### config.mk
export PLATFORM = sky130hd
export DESIGN_NAME = ldtu_gain_window_ctrl_flat
export DESIGN_NICKNAME = d
export VERILOG_FILES = /design/src/rtl/ldtu_gain_window_ctrl_if.sv /design/src/rtl/ldtu_gain_window_ctrl.sv /design/src/flat_wrapper.sv
export SDC_FILE = /design/constraint.sdc
export NUM_CORES = 1
export LEC_CHECK = 0
export BUFFER_PORTS_ARGS = -buffer_cell sky130_fd_sc_hd__clkbuf_2
export CAP_MARGIN = 20
export CELL_PAD_IN_SITES_DETAIL_PLACEMENT = 1
export CELL_PAD_IN_SITES_GLOBAL_PLACEMENT = 1
export CORE_MARGIN = 2
export CORE_UTILIZATION = 43
export CTS_CLUSTER_SIZE = 40
export DETAILED_ROUTE_END_ITERATION = 8
export PLACE_DENSITY_LB_ADDON = 0.1
export SYNTH_ARGS = -nofsm -noshare
export SYNTH_HDL_FRONTEND = slang
export SYNTH_SLANG_ARGS = --single-unit
export TNS_END_PERCENT = 30
### constraint.sdc
create_clock -name CLK -period 2 [get_ports CLK]
set_input_delay 0 -clock CLK [delete_from_list [all_inputs] [get_ports CLK]]
set_output_delay 0 -clock CLK [all_outputs]
set_load 0.01 [all_outputs]
### src/rtl/ldtu_gain_window_ctrl_if.sv
// ----------------------------------------------------------------------------
// ldtu_gain_window_ctrl_if
// Groups the signals between the gain-window controller and its surroundings.
//   GAIN_SEL_MODE : window/force mode select (00 short, 01 long, 10 x10, 11 x1)
//   ref_sat       : gain-x10 look-ahead sample at/above saturation
//   win_clr       : synchronous clear of the window counter
//   sel_g1        : registered mux select (1 = gain x1, 0 = gain x10)
//   win_start     : one-cycle pulse on the first sel_g1=1 cycle of a window
//   win_abort     : one-cycle pulse when an open window is killed by a mode change
//   win_active    : high while the controller holds a window open
//   win_cnt       : saturating count of windows opened
//   ctrl_state    : FSM state (SETTLE=00, IDLE=01, HOLD=10, FORCE=11)
// master: the side driving mode/ref_sat/win_clr. slave: the controller.
// ----------------------------------------------------------------------------
interface ldtu_gain_window_ctrl_if #(
    parameter int CNT_W = 8
);
    logic [1:0]       GAIN_SEL_MODE;
    logic             ref_sat;
    logic             win_clr;
    logic             sel_g1;
    logic             win_start;
    logic             win_abort;
    logic             win_active;
    logic [CNT_W-1:0] win_cnt;
    logic [1:0]       ctrl_state;

    modport master (
        output GAIN_SEL_MODE, ref_sat, win_clr,
        input  sel_g1, win_start, win_abort, win_active, win_cnt, ctrl_state
    );

    modport slave (
        input  GAIN_SEL_MODE, ref_sat, win_clr,
        output sel_g1, win_start, win_abort, win_active, win_cnt, ctrl_state
    );
endinterface

### src/rtl/ldtu_gain_window_ctrl.sv
// ----------------------------------------------------------------------------
// ldtu_gain_window_ctrl
// LiTe-DTU gain selection window controller. Chooses which gain path (x1 or
// x10) feeds the encoder. In window modes a saturating x10 look-ahead sample
// opens (or retriggers) a gain-x1 hold window of W cycles; force modes pin the
// selection. Every reset or mode change is followed by a settle guard during
// which the look-ahead pipeline refills and ref_sat is ignored.
// Ports:
//   CLK   : clock, all state on its rising edge
//   rst_b : asynchronous active-low reset
//   bus   : slave side of ldtu_gain_window_ctrl_if (mode, ref_sat, win_clr in;
//           sel_g1, win_start, win_abort, win_active, win_cnt, ctrl_state out)
// All outputs come straight from registers.
// ----------------------------------------------------------------------------
module ldtu_gain_window_ctrl #(
    parameter int WIN_SHORT  = 8,
    parameter int WIN_LONG   = 16,
    parameter int SETTLE_LEN = 16,
    parameter int CNT_W      = 8
) (
    input  logic                   CLK,
    input  logic                   rst_b,
    ldtu_gain_window_ctrl_if.slave bus
);

    localparam int HOLD_W = (WIN_LONG > 1) ? $clog2(WIN_LONG) : 1;
    localparam int SET_W  = (SETTLE_LEN > 1) ? $clog2(SETTLE_LEN) : 1;

    localparam logic [HOLD_W-1:0] HOLD_SHORT  = HOLD_W'(WIN_SHORT - 1);
    localparam logic [HOLD_W-1:0] HOLD_LONG   = HOLD_W'(WIN_LONG - 1);
    localparam logic [SET_W-1:0]  SETTLE_INIT = SET_W'(SETTLE_LEN - 1);
    localparam logic [CNT_W-1:0]  CNT_MAX     = {CNT_W{1'b1}};

    typedef enum logic [1:0] {
        ST_SETTLE = 2'b00,
        ST_IDLE   = 2'b01,
        ST_HOLD   = 2'b10,
        ST_FORCE  = 2'b11
    } state_t;

    state_t            state_q;
    logic [1:0]        mode_q;
    logic [SET_W-1:0]  settle_cnt_q;
    logic [HOLD_W-1:0] hold_cnt_q;
    logic              sel_g1_q;
    logic              win_start_q;
    logic              win_abort_q;
    logic              win_active_q;
    logic [CNT_W-1:0]  win_cnt_q;

    logic              mode_chg;
    logic [HOLD_W-1:0] hold_reload;
    logic              win_open;

    function automatic logic [CNT_W-1:0] sat_inc(input logic [CNT_W-1:0] v);
        return (v == CNT_MAX) ? v : v + CNT_W'(1);
    endfunction

    assign mode_chg    = (bus.GAIN_SEL_MODE != mode_q);
    assign hold_reload = (bus.GAIN_SEL_MODE == 2'b01) ? HOLD_LONG : HOLD_SHORT;
    // A new window opens only from IDLE; a mode change in the same cycle wins.
    assign win_open    = (state_q == ST_IDLE) && !mode_chg && bus.ref_sat;

    always_ff @(posedge CLK or negedge rst_b) begin
        if (!rst_b) begin
            state_q      <= ST_SETTLE;
            mode_q       <= 2'b00;
            settle_cnt_q <= SETTLE_INIT;
            hold_cnt_q   <= '0;
            sel_g1_q     <= 1'b0;
            win_start_q  <= 1'b0;
            win_abort_q  <= 1'b0;
            win_active_q <= 1'b0;
            win_cnt_q    <= '0;
        end else begin
            mode_q      <= bus.GAIN_SEL_MODE;
            win_start_q <= 1'b0;
            win_abort_q <= 1'b0;

            // Clear beats a coincident window start.
            if (bus.win_clr) begin
                win_cnt_q <= '0;
            end else if (win_open) begin
                win_cnt_q <= sat_inc(win_cnt_q);
            end

            if (mode_chg) begin
                // Any mode change restarts the guard, even mid-settle.
                state_q      <= ST_SETTLE;
                settle_cnt_q <= SETTLE_INIT;
                sel_g1_q     <= (bus.GAIN_SEL_MODE == 2'b11);
                win_active_q <= 1'b0;
                win_abort_q  <= (state_q == ST_HOLD);
            end else begin
                case (state_q)
                    ST_SETTLE: begin
                        if (settle_cnt_q == '0) begin
                            if (mode_q[1]) begin
                                state_q  <= ST_FORCE;
                                sel_g1_q <= mode_q[0];
                            end else begin
                                state_q  <= ST_IDLE;
                                sel_g1_q <= 1'b0;
                            end
                        end else begin
                            settle_cnt_q <= settle_cnt_q - SET_W'(1);
                            sel_g1_q     <= (mode_q == 2'b11);
                        end
                    end
                    ST_IDLE: begin
                        if (bus.ref_sat) begin
                            state_q      <= ST_HOLD;
                            hold_cnt_q   <= hold_reload;
                            sel_g1_q     <= 1'b1;
                            win_start_q  <= 1'b1;
                            win_active_q <= 1'b1;
                        end else begin
                            sel_g1_q <= 1'b0;
                        end
                    end
                    ST_HOLD: begin
                        // hold_cnt reaches 0 in the W-th x1 cycle after the last ref_sat.
                        if (bus.ref_sat) begin
                            hold_cnt_q <= hold_reload;
                        end else if (hold_cnt_q == '0) begin
                            state_q      <= ST_IDLE;
                            sel_g1_q     <= 1'b0;
                            win_active_q <= 1'b0;
                        end else begin
                            hold_cnt_q <= hold_cnt_q - HOLD_W'(1);
                        end
                    end
                    ST_FORCE: begin
                        sel_g1_q <= mode_q[0];
                    end
                    default: begin
                        state_q      <= ST_SETTLE;
                        settle_cnt_q <= SETTLE_INIT;
                        sel_g1_q     <= 1'b0;
                        win_active_q <= 1'b0;
                    end
                endcase
            end
        end
    end

    assign bus.sel_g1     = sel_g1_q;
    assign bus.win_start  = win_start_q;
    assign bus.win_abort  = win_abort_q;
    assign bus.win_active = win_active_q;
    assign bus.win_cnt    = win_cnt_q;
    assign bus.ctrl_state = state_q;

endmodule

### src/flat_wrapper.sv
// flat-port wrapper written by rule: the top's interface ports become plain ports
module ldtu_gain_window_ctrl_flat 
#(
    parameter int WIN_SHORT  = 8,
    parameter int WIN_LONG   = 16,
    parameter int SETTLE_LEN = 16,
    parameter int CNT_W      = 8
)
  (CLK, rst_b, bus_GAIN_SEL_MODE, bus_ref_sat, bus_win_clr, bus_sel_g1, bus_win_start, bus_win_abort, bus_win_active, bus_win_cnt, bus_ctrl_state);
  ldtu_gain_window_ctrl_if #(.CNT_W(CNT_W)) bus_i ();
  input  logic CLK;
  input  logic rst_b;
  input wire logic [$bits(bus_i.GAIN_SEL_MODE)-1:0] bus_GAIN_SEL_MODE;
  input wire logic [$bits(bus_i.ref_sat)-1:0] bus_ref_sat;
  input wire logic [$bits(bus_i.win_clr)-1:0] bus_win_clr;
  output wire logic [$bits(bus_i.sel_g1)-1:0] bus_sel_g1;
  output wire logic [$bits(bus_i.win_start)-1:0] bus_win_start;
  output wire logic [$bits(bus_i.win_abort)-1:0] bus_win_abort;
  output wire logic [$bits(bus_i.win_active)-1:0] bus_win_active;
  output wire logic [$bits(bus_i.win_cnt)-1:0] bus_win_cnt;
  output wire logic [$bits(bus_i.ctrl_state)-1:0] bus_ctrl_state;
  assign bus_i.GAIN_SEL_MODE = bus_GAIN_SEL_MODE;
  assign bus_i.ref_sat = bus_ref_sat;
  assign bus_i.win_clr = bus_win_clr;
  assign bus_sel_g1 = bus_i.sel_g1;
  assign bus_win_start = bus_i.win_start;
  assign bus_win_abort = bus_i.win_abort;
  assign bus_win_active = bus_i.win_active;
  assign bus_win_cnt = bus_i.win_cnt;
  assign bus_ctrl_state = bus_i.ctrl_state;
  ldtu_gain_window_ctrl #(.WIN_SHORT(WIN_SHORT), .WIN_LONG(WIN_LONG), .SETTLE_LEN(SETTLE_LEN), .CNT_W(CNT_W)) u_core (.CLK(CLK), .rst_b(rst_b), .bus(bus_i));
endmodule
* Yosys cells after proc, flatten, opt, wreduce, memory -nomap -nowiden
Cells that the tools add are included.
W data, S select, Z words.
** Operators by class
- Add/subtract/negate cells :: 3
- Equal/unequal tests :: 16
- Muxes and demuxes :: 31
- Bitwise operators :: 1
- Reduce and logical (&&, ||, !) cells :: 17
** Operators with widths (count)
- $mux W4 :: 7
- $mux W8 :: 3
- $mux W2 :: 6
- $mux W1 :: 11
- $ne A3 B2 Y1 const B :: 3
- $add A8 B1 Y8 const B :: 1
- $eq A2 B2 Y1 const B :: 4
- $eq A8 B8 Y1 const B :: 1
- $logic_not A4 Y1 :: 2
- $pmux W4 S2 :: 1
- $reduce_and A4 Y1 :: 2
- $sub A4 B1 Y4 const B :: 2
- $pmux W2 S3 :: 1
- $reduce_and A2 Y1 :: 3
- $reduce_bool A2 Y1 :: 3
- $reduce_and A5 Y1 :: 1
- $eq A2 B1 Y1 const B :: 2
- $ne A2 B2 Y1 const B :: 2
- $pmux W1 S4 :: 1
- $reduce_bool A4 Y1 :: 1
- $ne A3 B1 Y1 const B :: 1
- $ne A3 B3 Y1 const B :: 1
- $reduce_bool A3 Y1 :: 1
- $logic_and A1 B1 Y1 :: 2
- other kinds (6) :: 6
** Storage, ports and cells
- Register bits :: 24
- Input port bits :: 6
- Logic and storage cells :: 77

* Longest topological paths before layout
- Depth after elaboration :: 6
- Mapped depth :: 6

* Worst setup path before layout
OpenSTA, ideal clock, no wires.
- Path kind :: flip-flop to flip-flop
- From :: reg u_core.settle_cnt_q[0]
- To :: reg u_core.state_q[1] (netlist: u_core.bus.ctrl_state[1])
- Arrival :: 1.574 ns
- Data required time :: 1.921 ns
- Setup slack :: 0.346 ns
- Stages on the path, launching flop included :: 7
- Path buffers :: 0
- Clock period less this slack :: 1.654 ns
- Path through :: dfstp_2 -> inv_1 -> ha_1 -> or3b_2 -> nand2_1 -> and4bb_2 -> mux2i_1
** Between the ends
- Cells in the longest elaborated chain, start to end :: 3
** Ends and longest elaborated chain
- from (decl) :: RTL line ldtu_gain_window_ctrl.sv:43 : logic [SET_W-1:0] settle_cnt_q;
- from (signal assigned) :: RTL line ldtu_gain_window_ctrl.sv:106 : settle_cnt_q <= settle_cnt_q - SET_W'(1);
- $logic_not A4 Y1 :: RTL line ldtu_gain_window_ctrl.sv:97 : if (settle_cnt_q == '0) begin
- $ne A3 B1 Y1 (no source line)
- $reduce_and A5 Y1 (no source line)
- to (signal assigned) :: RTL line ldtu_gain_window_ctrl.sv:99 : state_q <= ST_FORCE;
- to (signal assigned) :: RTL line ldtu_gain_window_ctrl.sv:102 : state_q <= ST_IDLE;
- to (signal assigned) :: RTL line ldtu_gain_window_ctrl.sv:112 : state_q <= ST_HOLD;
- to (decl) :: RTL line ldtu_gain_window_ctrl.sv:41 : state_t state_q;
Every way passes these cells.
A chain may end at the register's enable or synchronous reset.

* Final worst setup path
Ends and elaborated chain as after synthesis.

==> summary.txt <==
Yosys
  • Syn Std Cell Area: 1369 µm²
  • Post-synth top area share: 0.3656
  • EDFF count, synth: 0
  • Mux cell area share after synthesis: 0.03748
  • Synth Register Bits: 24
  • Post-synthesis net count: 158
  • Area share of and/or/nand/nor cells after synthesis: 0.2166
  • Synth Area in Adders: 0.08227
  • Post-Synth XOR/XNOR Area: 0.03839
  • Leading area contributor after synthesis: dfrtp_1
  • Avg Inst Size Synth: 9.572 µm²
  • Number of synthesis warnings: 0
  • Post-synthesis compound-gate area fraction: 0.1444
  • Distinct cells, synth: 35
  • Largest family of logic cells by synthesized area: simple AND/OR/NAND/NOR gates
  • Fraction of registers with async set/reset: 1.000
  • Main flop type after synthesis: dfrtp_1
  • Post-Syn Instances: 143
  • Sequential-to-total area share from yosys stat: 0.4424
  • Top post-synthesis cells by area: dfrtp_1 37%, ha_1 8.2%, dfstp_2 7.7%

Placed design
  • Input/output buffers: 19
  • Dpl cell area: 1530 µm²
  • RD Place Congestion: 0.8212
  • Dpl ws: 0.09127 ns
  • Post-DP HPWL: 2392 µm

STA
  • Layout Skew: 0.01511 ns
  • Period minus WS final: 1.846 ns
  • Slew HR: 0.5921
  • TNS Setup: 0 ns
  • Least-Margin Pin Slew: 0.6119 ns
  • RSZ-0062 raised after global routing: false
  • Period utilization: 0.9230
  • Max Slew Vio Count: 0
  • Worst setup margin: 0.1540 ns
  • Finish-stage setup viols: 0
  • Fin. Hold Viols: 0
  • Max Fclk: 0.5417 GHz

Worst setup path
  • Startpoint types: flop
  • Setup crit start: u_core.settle_cnt_q[0]
  • CP Max Fanout: 4
  • CP arrival: 2.09 ns
  • Reg2Reg Capture Point: u_core.bus.ctrl_state[1]
  • Worst R2R Path Depth: 6
  • RR Startpoint: u_core.settle_cnt_q[0]
  • Worst setup EP type: flop
  • Critical path endpoint: u_core.bus.ctrl_state[1]
  • Flop2flop setup slack: 0.15 ns
  • WS Path Type: flop to flop
  • WP data required: 2.25 ns

Final layout
  • Fin nets: 187
  • Fin area: 1647 µm²
  • Register area: 605.6 µm²
  • Share of cells above drive strength 1: 0.2339
  • Leading cell type in the layout, fill and taps excluded: dfrtp_1
  • Most frequent cells in the layout: 20 x dfrtp_1, 19 x clkbuf_2, 15 x nand2_1
  • Fillers: 382
  • Diodes inserted: 0
  • Area growth from synthesis to layout: 20.29%
  • Area occupied by multi-input gates: 734.5 µm²

Detailed routing
  • Post-Route WL: 3306 µm
  • Final ANT Viol Nets: 0
  • Detailed-router iteration count before antenna repair: 4
  • Remaining DRCs: 0
  • Vias per cell: 5.451
  • Drt wl/cell: 15.38 µm
  • Vias: 1172
  • Iter 0 DRT Violations: 39

CTS
  • Worst-Skew Late Latency: 0.33 ns
  • CTS tree: yes
  • CTS buffer count: 3
  • Postcts setup bufs: 0
  • CTS Sinks: 24
  • Clk root buf: clkbuf_4
  • Worst-path clk slew: 0.15 ns
  • CTS Buffer Depth: 2
  • H-tree Lvls: 1

Worst hold path
  • Class of the worst hold path: primary input to flop
  • Worst Hold Launch: bus_ref_sat

Run
  • Maxcap violations: 0

Floorplan
  • Row count: 20
  • Ports: 20
  • Die Ht: 60.42 µm
  • Die area: 3651 µm²
  • Core footprint: 3053 µm²
  • Die width: 60.42 µm
  • Initial Util: 0.4484

GRT
  • GRT overflow: 0
  • GR Util All Layers: 0.1975
  • Initial antenna violation count: 0
  • Largest net degree at the start of global routing: 25
  • Vias in the first global route: 1205
  • First-pass GRT wire length: 5506 µm

Status
  • Status: complete, no violations

Pwr
  • Maximum vdd drop: 0.0002548 V
  • Design Power: 935.0 µW
  • P per Cell Area: 567.8 nW/µm²
  • P_leak: 0.7342 nW
==> power by group <==
| part | internal, mW | total, mW | switching [mW] |
|---|---|---|---|
| registers | 0.496 | 0.503 | 0.00669 |
| logic | 0.0287 | 0.0741 | 0.0454 |
| clock network | 0.203 | 0.358 | 0.156 |
| total | 0.727 | 0.935 | 0.208 |
==> registers in the layout, indices dropped and copies added, names as in the netlist <==
name / count
u_core.bus.win_start: 1
u_core.hold_cnt_q: 4
u_core.bus.win_abort: 1
u_core.bus.win_cnt: 8
u_core.bus.win_active: 1
u_core.bus.ctrl_state: 2
u_core.mode_q: 2
u_core.bus.sel_g1: 1
u_core.settle_cnt_q: 4
==> layer usage <==
layer / global-route usage / wire, µm / vias up / share of wire
met4: 0.03727 / 19 / 0 / 0.0057
li1: - / - / 570 / -
met3: 0.02559 / 58 / 2 / 0.018
met1: 0.2687 / 1541 / 588 / 0.47
met5: 0 / 0 / - / 0
met2: 0.3416 / 1686 / 12 / 0.51
==> cells in the mapped netlist, types with 2 or more instances <==
cell and count:
o21ai_0 11, nor2b_1 2, nand2_1 15, ha_1 9, nand2b_1 6, a21oi_1 10
mux2i_1 4, dfrtp_1 20, nand3_1 3, xnor2_1 3, or4_1 2, o211ai_1 2
dfstp_2 4, nand4_1 3, nor3_1 5, inv_1 11, nor2_1 6, or3_1 5
xor2_1 3, nor3b_1 3, o31ai_1 2
==> worst min path at each step <==
stage / endpoint / slack, ns / depth (start not counted)
floorplan: u_core.bus.ctrl_state[0] / -0.30 / 0
detailed placement: u_core.bus.win_start / 0.05 / 1
global route: u_core.hold_cnt_q[1] / 0.16 / 4
finish: u_core.hold_cnt_q[0] / 0.16 / 4
global placement: u_core.bus.win_abort / 0.04 / 1
CTS: u_core.hold_cnt_q[0] / 0.12 / 4
==> logic make-up after synthesis <==
logic type / count (synthesis)
AO/OA/AOI/OAI: 32
flip-flops: 24
multiplexers: 5
buffers and inverters: 13
XOR/XNOR: 6
AND/OR/NAND/NOR: 54
adder cells (fa/ha/maj): 9
==> through the flow <==
step | std cells | hold slack, ns | utilization
after CTS | 215 | 0.1199 | 0.5316
after global placement | 207 | 0.03931 | 0.5012
after global routing | 215 | 0.1581 | 0.5393
after detailed placement | 207 | 0.04685 | 0.5012
after floorplan | 143 | -0.2956 | -
final | 215 | 0.1643 | 0.5393
==> worst max-delay path: stages, from the launching register on <==
cell      delay [ns]
dfstp_2         0.40
inv_1           0.08
ha_1            0.17
or3b_2          0.46
nand2_1         0.16
and4bb_2        0.29
mux2i_1         0.20
==> cell type report <==
cell class | count | share of cell area
clock buffer | 3 | 0.01368
clock inverter | 1 | 0.01824
inverter | 11 | 0.02508
multi-input combinational | 106 | 0.4460
sequential | 24 | 0.3678
tap | 44 | 0.03343
timing repair buffer | 26 | 0.09574
==> what timing repair did <==
action | in CTS | in global routing
setup endpoints to repair | 0 | 6
hold buffers | 4 | 0
hold endpoints to repair | 28 | 0
gates resized for setup | 0 | 4
Note: power is estimated with default switching activity, not from simulation.
